<file path="src/rtl/store_buffer_pkg.sv">
// ----------------------------------------------------------------------------
// store_buffer_pkg
//   Shared sizing constants and types for the store buffer slice.
//   - SB_ENTRY     : number of store buffer entries (power of two, >= 2)
//   - WORD_SIZE_P  : address and data width
//   - sb_entry_t   : per-entry state {valid, exec, committed, addr, data}
//   - exe_sb_t     : address/data fill bundle from the LSU execute stage
//   - sb_dbg_t     : pointer/counter snapshot exported for observation
// ----------------------------------------------------------------------------
package store_buffer_pkg;

    localparam int SB_ENTRY    = 8;
    localparam int WORD_SIZE_P = 16;
    localparam int SB_IDX_W    = $clog2(SB_ENTRY);
    localparam int SB_CNT_W    = SB_IDX_W + 1;

    typedef logic [SB_IDX_W-1:0]    sb_idx_t;
    typedef logic [SB_CNT_W-1:0]    sb_cnt_t;
    typedef logic [WORD_SIZE_P-1:0] word_t;

    typedef struct packed {
        logic  valid;
        logic  exec;
        logic  committed;
        word_t addr;
        word_t data;
    } sb_entry_t;

    typedef struct packed {
        logic    valid;
        sb_idx_t entry_num;
        word_t   addr;
        word_t   data;
    } exe_sb_t;

    typedef struct packed {
        sb_idx_t drain_pt;
        sb_idx_t commit_pt;
        sb_idx_t alloc_pt;
        sb_cnt_t num_total;
        sb_cnt_t num_commit;
    } sb_dbg_t;

endpackage

</file>
<file path="src/rtl/store_buffer_if.sv">
// ----------------------------------------------------------------------------
// store_buffer_if
//   Bundles every store buffer signal except clock and reset.
//   - issue side   : issue_sb_valid_i, sb_issue_ready_o, sb_issue_entry_num_o
//   - execute side : exe_sb_valid_i, exe_sb_entry_num_i, exe_sb_addr_i/data_i
//   - rob side     : rob_sb_valid_i, rob_mispredict_i
//   - memory side  : sb_mem_valid_o, sb_mem_addr_o/data_o, mem_sb_ready_i
//   - status       : sb_empty_o, sb_dbg_o (pointer/counter snapshot)
//   - SB_FORWARD_EN: adds ld_sb_valid_i, ld_sb_addr_i, sb_ld_hit_o, sb_ld_data_o
//   Modport slave is the store buffer; modport master is whoever drives it.
// ----------------------------------------------------------------------------
interface store_buffer_if;
    import store_buffer_pkg::*;

    logic    issue_sb_valid_i;
    logic    sb_issue_ready_o;
    sb_idx_t sb_issue_entry_num_o;

    logic    exe_sb_valid_i;
    sb_idx_t exe_sb_entry_num_i;
    word_t   exe_sb_addr_i;
    word_t   exe_sb_data_i;

    logic    rob_sb_valid_i;
    logic    rob_mispredict_i;

    logic    sb_mem_valid_o;
    word_t   sb_mem_addr_o;
    word_t   sb_mem_data_o;
    logic    mem_sb_ready_i;

    logic    sb_empty_o;
    sb_dbg_t sb_dbg_o;

`ifdef SB_FORWARD_EN
    logic    ld_sb_valid_i;
    word_t   ld_sb_addr_i;
    logic    sb_ld_hit_o;
    word_t   sb_ld_data_o;
`endif

    modport slave (
`ifdef SB_FORWARD_EN
        input  ld_sb_valid_i, ld_sb_addr_i,
        output sb_ld_hit_o, sb_ld_data_o,
`endif
        input  issue_sb_valid_i, exe_sb_valid_i, exe_sb_entry_num_i,
        input  exe_sb_addr_i, exe_sb_data_i, rob_sb_valid_i, rob_mispredict_i,
        input  mem_sb_ready_i,
        output sb_issue_ready_o, sb_issue_entry_num_o, sb_mem_valid_o,
        output sb_mem_addr_o, sb_mem_data_o, sb_empty_o, sb_dbg_o
    );

    modport master (
`ifdef SB_FORWARD_EN
        output ld_sb_valid_i, ld_sb_addr_i,
        input  sb_ld_hit_o, sb_ld_data_o,
`endif
        output issue_sb_valid_i, exe_sb_valid_i, exe_sb_entry_num_i,
        output exe_sb_addr_i, exe_sb_data_i, rob_sb_valid_i, rob_mispredict_i,
        output mem_sb_ready_i,
        input  sb_issue_ready_o, sb_issue_entry_num_o, sb_mem_valid_o,
        input  sb_mem_addr_o, sb_mem_data_o, sb_empty_o, sb_dbg_o
    );

endinterface

</file>
<file path="src/rtl/store_buffer_fwd_search.sv">
// ----------------------------------------------------------------------------
// sb_fwd_search
//   Store-to-load forwarding search. Walks the buffer from drain_pt (oldest)
//   toward the tail; the last match seen is the youngest valid executed store
//   to the load address, so its data wins.
//   Ports:
//   - i_entries  : full entry array
//   - i_drain_pt : oldest entry index
//   - i_ld_valid : load lookup request
//   - i_ld_addr  : load address
//   - o_hit      : a matching store exists
//   - o_data     : data of the youngest matching store
// ----------------------------------------------------------------------------
module sb_fwd_search
    import store_buffer_pkg::*;
(
    input  sb_entry_t i_entries [SB_ENTRY],
    input  sb_idx_t   i_drain_pt,
    input  logic      i_ld_valid,
    input  word_t     i_ld_addr,
    output logic      o_hit,
    output word_t     o_data
);

    sb_idx_t w_idx;

    always_comb begin
        o_hit  = 1'b0;
        o_data = '0;
        w_idx  = '0;
        for (int i = 0; i < SB_ENTRY; i++) begin
            w_idx = i_drain_pt + sb_idx_t'(i);
            if (i_ld_valid && i_entries[w_idx].valid && i_entries[w_idx].exec &&
                (i_entries[w_idx].addr == i_ld_addr)) begin
                o_hit  = 1'b1;
                o_data = i_entries[w_idx].data;
            end
        end
    end

endmodule

</file>
<file path="src/rtl/store_buffer.sv">
// ----------------------------------------------------------------------------
// store_buffer
//   Holds speculative and committed stores between issue and memory.
//   Issue allocates entries at alloc_pt, the LSU fills address/data, the rob
//   promotes the oldest uncommitted entry (commit_pt) and committed entries
//   drain from drain_pt to memory in program order. A mispredict discards
//   every uncommitted entry while any same-cycle drain still completes.
//   Ports:
//   - clk_i   : clock
//   - reset_i : synchronous active-high reset
//   - sb      : store_buffer_if.slave (issue, execute, rob, memory, status)
//   Optional: define SB_FORWARD_EN to add store-to-load forwarding.
//
//   Handshakes: a transfer happens in a cycle where both valid and ready are
//   high at the rising edge. Memory side: sb_mem_valid_o does not depend on
//   mem_sb_ready_i and, once raised, addr/data/valid hold until accepted.
//   Issue side: issue_sb_valid_i with sb_issue_ready_o allocates one entry.
// ----------------------------------------------------------------------------
module store_buffer
    import store_buffer_pkg::*;
(
    input  logic         clk_i,
    input  logic         reset_i,
    store_buffer_if.slave sb
);

    sb_entry_t r_entries [SB_ENTRY];
    sb_idx_t   r_drain_pt;
    sb_idx_t   r_commit_pt;
    sb_idx_t   r_alloc_pt;
    sb_cnt_t   r_num_total;
    sb_cnt_t   r_num_commit;

    exe_sb_t   w_exe;
    sb_entry_t w_head;
    logic      w_issue_ready;
    logic      w_alloc;
    logic      w_commit;
    logic      w_mem_valid;
    logic      w_drain;
    sb_cnt_t   w_num_total_nxt;
    sb_cnt_t   w_num_commit_nxt;

    assign w_exe = '{valid:     sb.exe_sb_valid_i,
                     entry_num: sb.exe_sb_entry_num_i,
                     addr:      sb.exe_sb_addr_i,
                     data:      sb.exe_sb_data_i};

    assign w_head        = r_entries[r_drain_pt];
    assign w_issue_ready = (r_num_total != sb_cnt_t'(SB_ENTRY)) & ~sb.rob_mispredict_i;
    assign w_alloc       = sb.issue_sb_valid_i & w_issue_ready;
    assign w_commit      = sb.rob_sb_valid_i & ~sb.rob_mispredict_i;
    assign w_mem_valid   = w_head.valid & w_head.committed;
    assign w_drain       = w_mem_valid & sb.mem_sb_ready_i;

    // A mispredict keeps only committed entries, minus the one draining now.
    always_comb begin
        w_num_commit_nxt = r_num_commit + sb_cnt_t'(w_commit) - sb_cnt_t'(w_drain);
        w_num_total_nxt  = r_num_total + sb_cnt_t'(w_alloc) - sb_cnt_t'(w_drain);
        if (sb.rob_mispredict_i) begin
            w_num_total_nxt = r_num_commit - sb_cnt_t'(w_drain);
        end
    end

    always_ff @(posedge clk_i) begin
        if (reset_i) begin
            for (int i = 0; i < SB_ENTRY; i++) begin
                r_entries[i] <= '0;
            end
            r_drain_pt   <= '0;
            r_commit_pt  <= '0;
            r_alloc_pt   <= '0;
            r_num_total  <= '0;
            r_num_commit <= '0;
        end else begin
            for (int i = 0; i < SB_ENTRY; i++) begin
                if (sb.rob_mispredict_i && !r_entries[i].committed) begin
                    r_entries[i] <= '0;
                end else begin
                    // Fills aimed at free slots are dropped.
                    if (w_exe.valid && (w_exe.entry_num == sb_idx_t'(i)) && r_entries[i].valid) begin
                        r_entries[i].exec <= 1'b1;
                        r_entries[i].addr <= w_exe.addr;
                        r_entries[i].data <= w_exe.data;
                    end
                    if (w_commit && (r_commit_pt == sb_idx_t'(i))) begin
                        r_entries[i].committed <= 1'b1;
                    end
                    if (w_drain && (r_drain_pt == sb_idx_t'(i))) begin
                        r_entries[i] <= '0;
                    end
                    // Allocation never targets the draining slot: full blocks it.
                    if (w_alloc && (r_alloc_pt == sb_idx_t'(i))) begin
                        r_entries[i].valid     <= 1'b1;
                        r_entries[i].exec      <= 1'b0;
                        r_entries[i].committed <= 1'b0;
                    end
                end
            end
            r_drain_pt   <= r_drain_pt + sb_idx_t'(w_drain);
            r_commit_pt  <= r_commit_pt + sb_idx_t'(w_commit);
            r_alloc_pt   <= sb.rob_mispredict_i ? r_commit_pt : (r_alloc_pt + sb_idx_t'(w_alloc));
            r_num_total  <= w_num_total_nxt;
            r_num_commit <= w_num_commit_nxt;
        end
    end

    assign sb.sb_issue_ready_o     = w_issue_ready;
    assign sb.sb_issue_entry_num_o = r_alloc_pt;
    assign sb.sb_mem_valid_o       = w_mem_valid;
    assign sb.sb_mem_addr_o        = w_head.addr;
    assign sb.sb_mem_data_o        = w_head.data;
    assign sb.sb_empty_o           = (r_num_total == '0);
    assign sb.sb_dbg_o             = '{drain_pt:   r_drain_pt,
                                       commit_pt:  r_commit_pt,
                                       alloc_pt:   r_alloc_pt,
                                       num_total:  r_num_total,
                                       num_commit: r_num_commit};

`ifdef SB_FORWARD_EN
    sb_fwd_search u_fwd_search (
        .i_entries  (r_entries),
        .i_drain_pt (r_drain_pt),
        .i_ld_valid (sb.ld_sb_valid_i),
        .i_ld_addr  (sb.ld_sb_addr_i),
        .o_hit      (sb.sb_ld_hit_o),
        .o_data     (sb.sb_ld_data_o)
    );
`endif

    // The rob may only commit an executed store, and only if one is pending.
    a_commit_exec : assert property (@(posedge clk_i) disable iff (reset_i)
        w_commit |-> r_entries[r_commit_pt].exec);
    a_commit_pending : assert property (@(posedge clk_i) disable iff (reset_i)
        w_commit |-> (r_num_commit != r_num_total));

endmodule

</file>
<file path="src/flat_wrapper.sv">
// flat-port wrapper written by rule: the top's interface ports become plain ports
module store_buffer_flat import store_buffer_pkg::*;
  (clk_i, reset_i, sb_issue_sb_valid_i, sb_exe_sb_valid_i, sb_exe_sb_entry_num_i, sb_exe_sb_addr_i, sb_exe_sb_data_i, sb_rob_sb_valid_i, sb_rob_mispredict_i, sb_mem_sb_ready_i, sb_sb_issue_ready_o, sb_sb_issue_entry_num_o, sb_sb_mem_valid_o, sb_sb_mem_addr_o, sb_sb_mem_data_o, sb_sb_empty_o, sb_sb_dbg_o);
  store_buffer_if sb_i ();
  input  logic clk_i;
  input  logic reset_i;
  input wire logic [$bits(sb_i.issue_sb_valid_i)-1:0] sb_issue_sb_valid_i;
  input wire logic [$bits(sb_i.exe_sb_valid_i)-1:0] sb_exe_sb_valid_i;
  input wire logic [$bits(sb_i.exe_sb_entry_num_i)-1:0] sb_exe_sb_entry_num_i;
  input wire logic [$bits(sb_i.exe_sb_addr_i)-1:0] sb_exe_sb_addr_i;
  input wire logic [$bits(sb_i.exe_sb_data_i)-1:0] sb_exe_sb_data_i;
  input wire logic [$bits(sb_i.rob_sb_valid_i)-1:0] sb_rob_sb_valid_i;
  input wire logic [$bits(sb_i.rob_mispredict_i)-1:0] sb_rob_mispredict_i;
  input wire logic [$bits(sb_i.mem_sb_ready_i)-1:0] sb_mem_sb_ready_i;
  output wire logic [$bits(sb_i.sb_issue_ready_o)-1:0] sb_sb_issue_ready_o;
  output wire logic [$bits(sb_i.sb_issue_entry_num_o)-1:0] sb_sb_issue_entry_num_o;
  output wire logic [$bits(sb_i.sb_mem_valid_o)-1:0] sb_sb_mem_valid_o;
  output wire logic [$bits(sb_i.sb_mem_addr_o)-1:0] sb_sb_mem_addr_o;
  output wire logic [$bits(sb_i.sb_mem_data_o)-1:0] sb_sb_mem_data_o;
  output wire logic [$bits(sb_i.sb_empty_o)-1:0] sb_sb_empty_o;
  output wire logic [$bits(sb_i.sb_dbg_o)-1:0] sb_sb_dbg_o;
  assign sb_i.issue_sb_valid_i = sb_issue_sb_valid_i;
  assign sb_i.exe_sb_valid_i = sb_exe_sb_valid_i;
  assign sb_i.exe_sb_entry_num_i = sb_exe_sb_entry_num_i;
  assign sb_i.exe_sb_addr_i = sb_exe_sb_addr_i;
  assign sb_i.exe_sb_data_i = sb_exe_sb_data_i;
  assign sb_i.rob_sb_valid_i = sb_rob_sb_valid_i;
  assign sb_i.rob_mispredict_i = sb_rob_mispredict_i;
  assign sb_i.mem_sb_ready_i = sb_mem_sb_ready_i;
  assign sb_sb_issue_ready_o = sb_i.sb_issue_ready_o;
  assign sb_sb_issue_entry_num_o = sb_i.sb_issue_entry_num_o;
  assign sb_sb_mem_valid_o = sb_i.sb_mem_valid_o;
  assign sb_sb_mem_addr_o = sb_i.sb_mem_addr_o;
  assign sb_sb_mem_data_o = sb_i.sb_mem_data_o;
  assign sb_sb_empty_o = sb_i.sb_empty_o;
  assign sb_sb_dbg_o = sb_i.sb_dbg_o;
  store_buffer u_core (.clk_i(clk_i), .reset_i(reset_i), .sb(sb_i));
endmodule
</file>
<file path="config.mk">
export PLATFORM = sky130hd
export DESIGN_NAME = store_buffer_flat
export DESIGN_NICKNAME = d
export VERILOG_FILES = /design/src/rtl/store_buffer_pkg.sv /design/src/rtl/store_buffer_if.sv /design/src/rtl/store_buffer_fwd_search.sv /design/src/rtl/store_buffer.sv /design/src/flat_wrapper.sv
export SDC_FILE = /design/constraint.sdc
export NUM_CORES = 1
export LEC_CHECK = 0
export ABC_AREA = 0
export CORE_UTILIZATION = 30
export CTS_BUF_LIST = sky130_fd_sc_hd__clkbuf_16
export DETAILED_ROUTE_END_ITERATION = 7
export GPL_TIMING_DRIVEN = 1
export HOLD_SLACK_MARGIN = 0.08
export SLEW_MARGIN = 20
export SYNTH_ARGS = -nofsm -noshare
export SYNTH_HDL_FRONTEND = slang
export SYNTH_SLANG_ARGS = --single-unit
export TNS_END_PERCENT = 1
</file>
<file path="constraint.sdc">
create_clock -name clk_i -period 6.62 [get_ports clk_i]
set_input_delay 1.655 -clock clk_i [delete_from_list [all_inputs] [get_ports clk_i]]
set_output_delay 1.655 -clock clk_i [all_outputs]
set_load 0.02 [all_outputs]
</file>
==> summary.md <==
| Metric | Value |
|---|---|
| Final setup vio count | `0` |
| Synthesized netlist cell count | `979` |
| Multiplexer share of the synthesized area | `0.132` |
| Clock Tree Root | `clkbuf_16` |
| Pwr Total | `4.41 mW` |
| Worst path required time | `4.97 ns` |
| Largest family of logic cells by synthesized area | `simple AND/OR/NAND/NOR gates` |
| Worst-path cell with the longest stage delay | `dfxtp_4` |
| Die X-Extent | `219 µm` |
| Met2 routed WL | `between 15,000 and 20,000 µm` |
| GRT overflow | `0` |
| Synth top area cells | `edfxtp_1 58%, mux4_2 10%, nor3_1 6.4%` |
| Routability congestion estimate | `approximately 0.76` |
| # port buffers | `96` |
| Vias per inst | `5.17` |
| Syn Area/Cell | `roughly 14 µm²` |
| Max VDD drop | `between 150 and 200 µV` |
| Starting density of the core | `0.303` |
| TritonRoute pass-1 iters | `7` |
| Top cells by count, synth | `272 x edfxtp_1, 181 x nor3_1, 77 x nor3_2, 65 x mux4_2, 38 x buf_2` |
| Post-synth cell types | `56` |
| Clock skew | `0.0188 ns` |
| CTS Buf Count | `29` |
| Setup CP Type | `reg -> out` |
| Top cell type by total area after synthesis | `edfxtp_1` |
| CP Max Fanout | `40` |
| TritonCTS clock tree | `yes` |
| Via Count | `8,632` |
| Per-cell routed wire length | `21.8 µm` |
| Die area | `roughly 48,000 µm²` |
| MaxCap Viol Count | `0` |
| Data arrival, critical path | `approximately 3.3 ns` |
| Hold-fix buffers, CTS | `0` |
| Crit start category | `flip-flop` |
| Vias in the first global route | `around 9,000` |
| Tcrit/Tclk final | `0.742` |
| Reg power frac | `0.489` |
| Core Box Area | `46,500 µm²` |
| Fin nets | `around 1,100` |
| CTS clk-pin slew, worst paths | `0.06 ns` |
| CP delay by family, top | `buffers and inverters` |
| DRC Markers | `0` |
| Worst Max-Slew Pin Slew | `1.11 ns` |
| Initial DRC Count | `~680` |
| Ports | `97` |
| Xor/xnor cell area share of the yosys netlist | `0.00435` |
| Logic pwr share | `0.107` |
| Fillcell total | `around 4,400` |
| Slew headroom | `0.257` |
| CP bufs+invs | `2` |
| Post-DP HPWL | `between 20,000 and 25,000 µm` |
| Clock Tree Buf Depth | `3` |
| Cell Chain, Critical Path | `buf_12 > mux4_2 > mux2_2 > clkdlybuf4s50_1` |
| Worst skew pair latency | `~0.58 ns` |
| WL final | `about 36,000 µm` |
| Adder-Cell Fraction of Synth Area | `0.0188` |
| Post-route ant nets | `0` |
| Synth top area share | `0.580` |
| Ant. Diodes | `0` |
| First-pass GRT wire length | `56,100 µm` |
| P_leak | `5.52 nW` |
| Int Pwr | `3.37 mW` |
| RSZ-0062 raised after global routing | `no` |
| Final worst path period need | `between 4 and 5 ns` |
| Synth Area in Simple Gates | `0.176` |
| # rows | `79` |
| Status | `finished clean` |
| Clock Power Share | `0.405` |
| Syn nets | `1,041` |
| Global Route Usage Sum | `0.155` |
| Layout cells sized above 1 | `0.246` |
| Hold Vio Cnt, Final | `0` |
| Sw frac | `0.236` |
| EDFF count, synth | `272` |
| Synth async-reset ratio | `0` |
| Met1 wire length | `15,500 µm` |
| Cell Area, Synth | `14,100 µm²` |
| # clock sinks | `around 290` |
| Post-synthesis compound-gate area fraction | `0.0177` |
| Initial antenna violation count | `0` |
| Critical path capture point type | `output port` |
| Die Y | `219 µm` |
| DR WL met3 | `1950 µm` |
| Setup TNS Final | `0 ns` |
| Post-cts sizing count | `0` |
| Slowest cell delay on critical path | `0.81 ns` |
| Hold Path Class | `reg -> reg` |
| P_sw | `1.04 mW` |
| Power Dens Cells | `265 nW/µm²` |
| Synthesis-stage register bit count | `289` |
| Pin count of the biggest net entering global routing | `47` |
| WHS | `0.594 ns` |
| H-Tree Depth | `1` |
| Synth warn | `0` |
| Slew Limit Fails | `0` |
| Most common cell in the synthesized netlist | `edfxtp_1` |
| Sequential area share after synthesis | `0.604` |
| Highest Signal Layer | `met4` |
| Placed Instance Area | `15,600 µm²` |
| Syn-to-layout area delta | `17.9%` |
| Main synth FF type | `edfxtp_1` |
| Post-CTS Setup Inserts | `0` |
| Max Fclk | `between 200 and 250 MHz` |
| Final instance area | `approximately 17,000 µm²` |
==> stage by stage <==
stage,std cells,setup WS [ns],util
after floorplan,979,2.62,-
after global placement,1616,1.73,0.335
after detailed placement,1616,1.67,0.335
after CTS,1670,1.59,0.358
after global routing,1670,1.49,0.358
final,1670,1.71,0.358
==> final timing paths <==
| path | from | endpoint | slack, ns | cells past startpoint |
|---|---|---|---|---|
| worst max-delay path | u_core.r_drain_pt[0] | sb_sb_mem_data_o[2] | 1.71 | 4 |
| worst min-delay path | u_core.r_commit_pt[2] | u_core.sb.sb_issue_entry_num_o[2] | 0.59 | 2 |
| worst min register to register | u_core.r_commit_pt[2] | u_core.sb.sb_issue_entry_num_o[2] | 0.59 | 2 |
| worst max register to register | u_core.r_drain_pt[0] | u_core.r_num_total[2] | 3.01 | 10 |
==> tightest hold or removal path, stage by stage, from the launching register on <==
cell and delay (ns):
dfxtp_1 0.39, nand2_1 0.10, a21oi_1 0.05
==> cell families (layout without fill, tap and decap cells) <==
logic type                 count (synthesis)  after routing
and+or+nand+nor                          389            389
muxes                                    100            100
buffers and inverters                    144            228
xor gates and xnor gates                   7              7
DFF                                      289            289
adders and majority gates                 20             20
AOI/OAI and AO/OA                         30             30
==> power groups by stage <==
| stage | sequential (mW) | clock, mW | combinational (mW) |
|---|---|---|---|
| floorplan | 2.18 | 0 | 0.284 |
| global placement | 2.19 | 0 | 0.470 |
| detailed placement | 2.19 | 0 | 0.477 |
| CTS | 2.15 | 1.81 | 0.479 |
| global route | 2.16 | 1.88 | 0.507 |
| finish | 2.15 | 1.78 | 0.470 |
==> sequential cells by signal, indices dropped and copies added (netlist names) <==
name / count
u_core.r_commit_pt: 3
u_core.r_drain_pt: 3
u_core.r_entries: 272
u_core.r_num_commit: 4
u_core.r_num_total: 4
u_core.sb.sb_issue_entry_num_o: 3
==> cell type report <==
cell class	instances	area (µm²)	share of cell area
Clock buffer	29	726	0.0437
Clock inverter	25	303	0.0182
Inverter	57	214	0.0129
Multi-Input combinational cell	546	4960	0.299
Sequential cell	289	8520	0.513
Tap cell	607	759	0.0457
Timing Repair Buffer	117	1130	0.0681
==> placed cells by master (no fill, tap or decap), types with 5 or more instances in the layout <==
cell type	count
and3_1	6
clkdlybuf4s50_1	96
clkinv_2	7
nand2b_1	8
nor3b_1	7
and3b_1	6
a21oi_1	7
nand2_1	20
nand2b_2	6
inv_1	28
ha_1	18
nand3_1	12
xnor2_1	5
bufinv_16	7
nor2b_1	12
edfxtp_1	272
nor3_2	77
clkinv_1	38
mux4_2	65
nand3b_1	13
dfxtp_1	14
clkbuf_16	29
nor2_1	17
mux2_2	32
nor3_1	181
buf_4	20
==> per-layer routing <==
| layer | GRT usage | vias to the layer above |
|---|---|---|
| li1 | - | 3895 |
| met1 | 0.204 | 4427 |
| met2 | 0.266 | 263 |
| met3 | 0.0193 | 47 |
| met4 | 0.0447 | 0 |
| met5 | 0 | - |
Note: power is estimated with default switching activity, not from simulation.
==> patch 1, RTL diff (same settings) <==
Change the package constant `WORD_SIZE_P` from 16 to 32.
--- a/src/rtl/store_buffer_pkg.sv
+++ b/src/rtl/store_buffer_pkg.sv
@@ -12,3 +12,3 @@
     localparam int SB_ENTRY    = 8;
-    localparam int WORD_SIZE_P = 16;
+    localparam int WORD_SIZE_P = 32;
     localparam int SB_IDX_W    = $clog2(SB_ENTRY);
Ports: changed (resized sb_exe_sb_addr_i, sb_exe_sb_data_i, sb_sb_mem_addr_o and sb_sb_mem_data_o); port bits go from 97 to 161. The function was not compared with the original's and may differ.
==> patch 1 against the original RTL <==
Wire length up 110%; sequential power up 88%; area after synthesis up 76%; cell count up 74%; largest cell class unchanged; sequential cell count up 256; power up 81%; setup slack worse by 480 ps; final area up 76%.
==> patch 1: results (changes against the original RTL) <==
Run status
  – Status: completed

Route
  – Routed vias: 15900 (+84%)
  – DR pass1 iterations: 5 (-2)
  – Wire length per cell: 25.8 um (+18%)
  – Wire length on met1: 28900 um (+86%)

Finish
  – Layout Nets: 1879 (+71%)
  – Register Area: 16200 um2 (+90%)
  – Clkbuf count: 55 (+90%)
  – Number of non-clock inverters in the layout: 91 (+60%)

Power and ir drop
  – Clk pwr share: 39.5% (-1.0 points)
  – PD cells: 272 nW/um2 (+2.7%)
  – Switching pwr: 1880 uW (+81%)
  – Leak: 0.00983 uW (+78%)

Global route
  – Met3 Track Usage GR: 2.97% (+1.0 points)
  – Gr usage total: 17.8% (+2.3 points)
  – Met2 usage: 31.0% (+4.4 points)

Critical path
  – Worst reg-to-reg setup slack: 3110 ps (+100 ps)
  – Worst Path Arrival: 3740 ps (+480 ps)
  – CP Capture Point: sb_sb_mem_data_o[3]
  – CP Max Fanout: 49 (+23%)

Clock network
  – Clock Latency Late Sink: 610 ps (+30 ps)

Logic synthesis
  – Adder-Cell Fraction of Synth Area: 1.07% (-0.81 points)
  – Syn nets: 1788 (+72%)
  – Sequential share of the synthesized area: 65.2% (+4.8 points)
  – Yosys reg bits: 545 (+89%)
==> patch 1: changes by cell type after synthesis, sizes merged, moves of 3 or more <==
cell    delta
nor3     +257
edfxtp   +256
mux4      +64
clkbuf    +54
clkinv    +32
mux2      +32
buf       +20
nand2b     -5
nand3b     -5
nor3b      -4
or4        +4
and4b      +3
nand4      -3
o2111a     +3
==> patch 1: kinds of logic (layout without fill, tap and decap cells) <==
| logic type | after synthesis | count (layout) |
|---|---|---|
| compound gates | 35 | 35 |
| xor+xnor | 7 | 7 |
| fa+ha+maj | 20 | 20 |
| buf+inv | 252 | 388 |
| flops | 545 | 545 |
| mux | 196 | 196 |
| simple gates | 639 | 639 |
==> patch 1: through the flow <==
stage / setup WS [ps] / hold WS, ps / power [uW] / cells
after floorplan: 1450 / 583 / 4540 / 1694
after detailed placement: 1590 / 540 / 4900 / 2800
after CTS: 1110 / 554 / 8020 / 2900
after global routing: 972 / 580 / 8190 / 2900
after global placement: 1560 / 521 / 4880 / 2800
final: 1230 / 544 / 7970 / 2900
==> patch 2, RTL diff (same settings) <==
Made on the original files. Put a register stage on the output `sb.sb_dbg_o`. The value now appears one clock later.
--- a/src/rtl/store_buffer.sv
+++ b/src/rtl/store_buffer.sv
@@ -113,7 +113,5 @@
     assign sb.sb_empty_o           = (r_num_total == '0);
-    assign sb.sb_dbg_o             = '{drain_pt:   r_drain_pt,
-                                       commit_pt:  r_commit_pt,
-                                       alloc_pt:   r_alloc_pt,
-                                       num_total:  r_num_total,
-                                       num_commit: r_num_commit};
+    always_ff @(posedge clk_i) begin
+        sb.sb_dbg_o <= '{drain_pt:   r_drain_pt, commit_pt:  r_commit_pt, alloc_pt:   r_alloc_pt, num_total:  r_num_total, num_commit: r_num_commit};
+    end
 
Check against the original RTL: not settled (the Yosys comparison gave no result); the edit may change what the design does.
==> patch 2 against the original RTL <==
Power rose by 1.9%; critical path depth did not move; fmax rose by 2.3%; area after synthesis rose by 2.2%; final area rose by 2.2%; setup slack improved by 110 ps; sequential power rose by 5%; sequential share of layout area rose by 0.89 points; wire length rose by 5.0%; core utilization rose by 0.41 points; sequential cell count rose by 17.
==> patch 2: results (changes against the original RTL) <==
Critical path
  – CP Launch Point: u_core.r_drain_pt[1]$_SDFF_PP0_
  – Worst reg-to-reg setup slack: 3280 ps (+270 ps)
  – Worst Path Arrival: 3150 ps (-110 ps)
  – R2r endpoint: u_core.r_num_total[1]$_SDFF_PP0_
  – Critical Path Max Stage Delay: 930 ps (+120 ps)
  – CP Max Fanout: 57 (+43%)
  – CP Capture Point: sb_sb_mem_data_o[10]

Logic synthesis
  – Syn nets: 1055 (+1.3%)
  – Adder-Cell Fraction of Synth Area: 1.84% (-0.041 points)
  – Mux cell area share after synthesis: 12.9% (-0.29 points)
  – Synth warn: 0 (unchanged)
  – Area contributors post-synth: edfxtp_1 (57%), mux4_2 (10%), nor3_1 (6.3%), nor3_2 (5.3%), dfxtp_1 (4.7%)
  – Post-Synth XOR/XNOR Area: 0.426% (-0.0095 points)
  – Post-synthesis compound-gate area fraction: 1.73% (-0.039 points)
  – Post-synth cell types: 56 (unchanged)
  – Sequential share of the synthesized area: 61.4% (+1.0 points)

Finish
  – Clock buf/inv share: 6.03% (-0.16 points)
  – Largest regs: u_core.r_entries (272), u_core.sb.sb_dbg_o (17)
  – Buffers outside the clock class: 122 (+4.3%)
  – Register Area: 8860 um2 (+4.0%)
  – Multi-input logic area: 4960 um2 (-0.10%)
  – Layout cell share with drive strength beyond 1: 24.6% (-0.036 points)
  – Multi-input gates: 546 (unchanged)
  – # fillers: 4456 (+0.29%)

Timing
  – Worst rel slew slack: 31.1% (+5.3 points)
  – Worst Clk Skew: 18.3 ps (-0.512 ps)
  – Final hold slack: 356 ps (-238 ps)

Route
  – Wire length on met1: 15700 um (+1.1%)
  – Wire length per cell: 22.5 um (+3.2%)
  – Drt initial violations: 698 (+2.2%)
  – WL met3: 1910 um (-1.9%)
  – WL met2: 19600 um (+7.2%)
  – DR pass1 iterations: 5 (-2)
  – Vias/cell: 5.20 (+0.68%)

Global route
  – Met3 Track Usage GR: 1.94% (+0.0041 points)
  – Largest net degree at the start of global routing: 58 (+23%)
  – Met1 GRT Util: 19.4% (-0.99 points)
  – First-pass GRT wire length: 58200 um (+3.6%)
  – Vias in the first global route: 9282 (+0.87%)
  – Initial antenna violation count: 0 (unchanged)
  – Met2 usage: 28.2% (+1.5 points)

Clock network
  – Clock sink count: 306 (+5.9%)
  – Clock Latency Late Sink: 520 ps (-60 ps)
  – Number of buffers created by CTS: 34 (+17%)
  – CTS H-tree depth: 2 (+1)

Hold path
  – Hold Path Depth: 0 (-2)
  – Hold Path End: u_core.sb.sb_dbg_o[6]$_DFF_P_
  – Worst Hold Launch: u_core.r_num_total[2]$_SDFF_PP0_

Placed design
  – Dpl hpwl: 21600 um (+1.9%)
  – RePlAce Congestion: 0.762 (+0.79%)

Run status
  – Status: completed

Power and ir drop
  – VDD IR-drop max: 0.000160 V (-20%)
  – Internal power: 3390 uW (+0.75%)
  – Leak: 0.00567 uW (+2.7%)

Floorplan
  – Die area: 48900 um2 (+2.2%)
## patch 2: changes by cell type in the layout (fill, tap and decap cells not counted), moves of 2 or more
cell	change
buf_4	+5
bufinv_16	-6
clkbuf_16	+5
clkinv_1	+6
clkinvlp_4	+2
dfxtp_1	+17
inv_6	+3
## patch 2: kinds of logic (layout without fill, tap and decap cells)
family	Yosys count	in the layout
compound gates	30	30
xor+xnor	7	7
fa+ha+maj	20	20
buf+inv	141	241
flops	306	306
mux	100	100
simple gates	389	389
## patch 2: power groups by stage
stage | logic [uW] | clock network [uW] | registers, uW
finish | 478 | 1750 | 2260
global route | 515 | 1870 | 2280
CTS | 486 | 1790 | 2270
detailed placement | 484 | 0 | 2310
global placement | 480 | 0 | 2300
floorplan | 282 | 0 | 2300
## patch 2: per-stage QoR
stage,cells,setup WS (ps),area [um2]
3_3_place_gp,1638,1970,16000
5_1_grt,1700,1720,17000
2_1_floorplan,993,2620,14400
3_5_place_dp,1638,1940,16000
4_1_cts,1700,1760,17000
6_report,1700,1820,17000
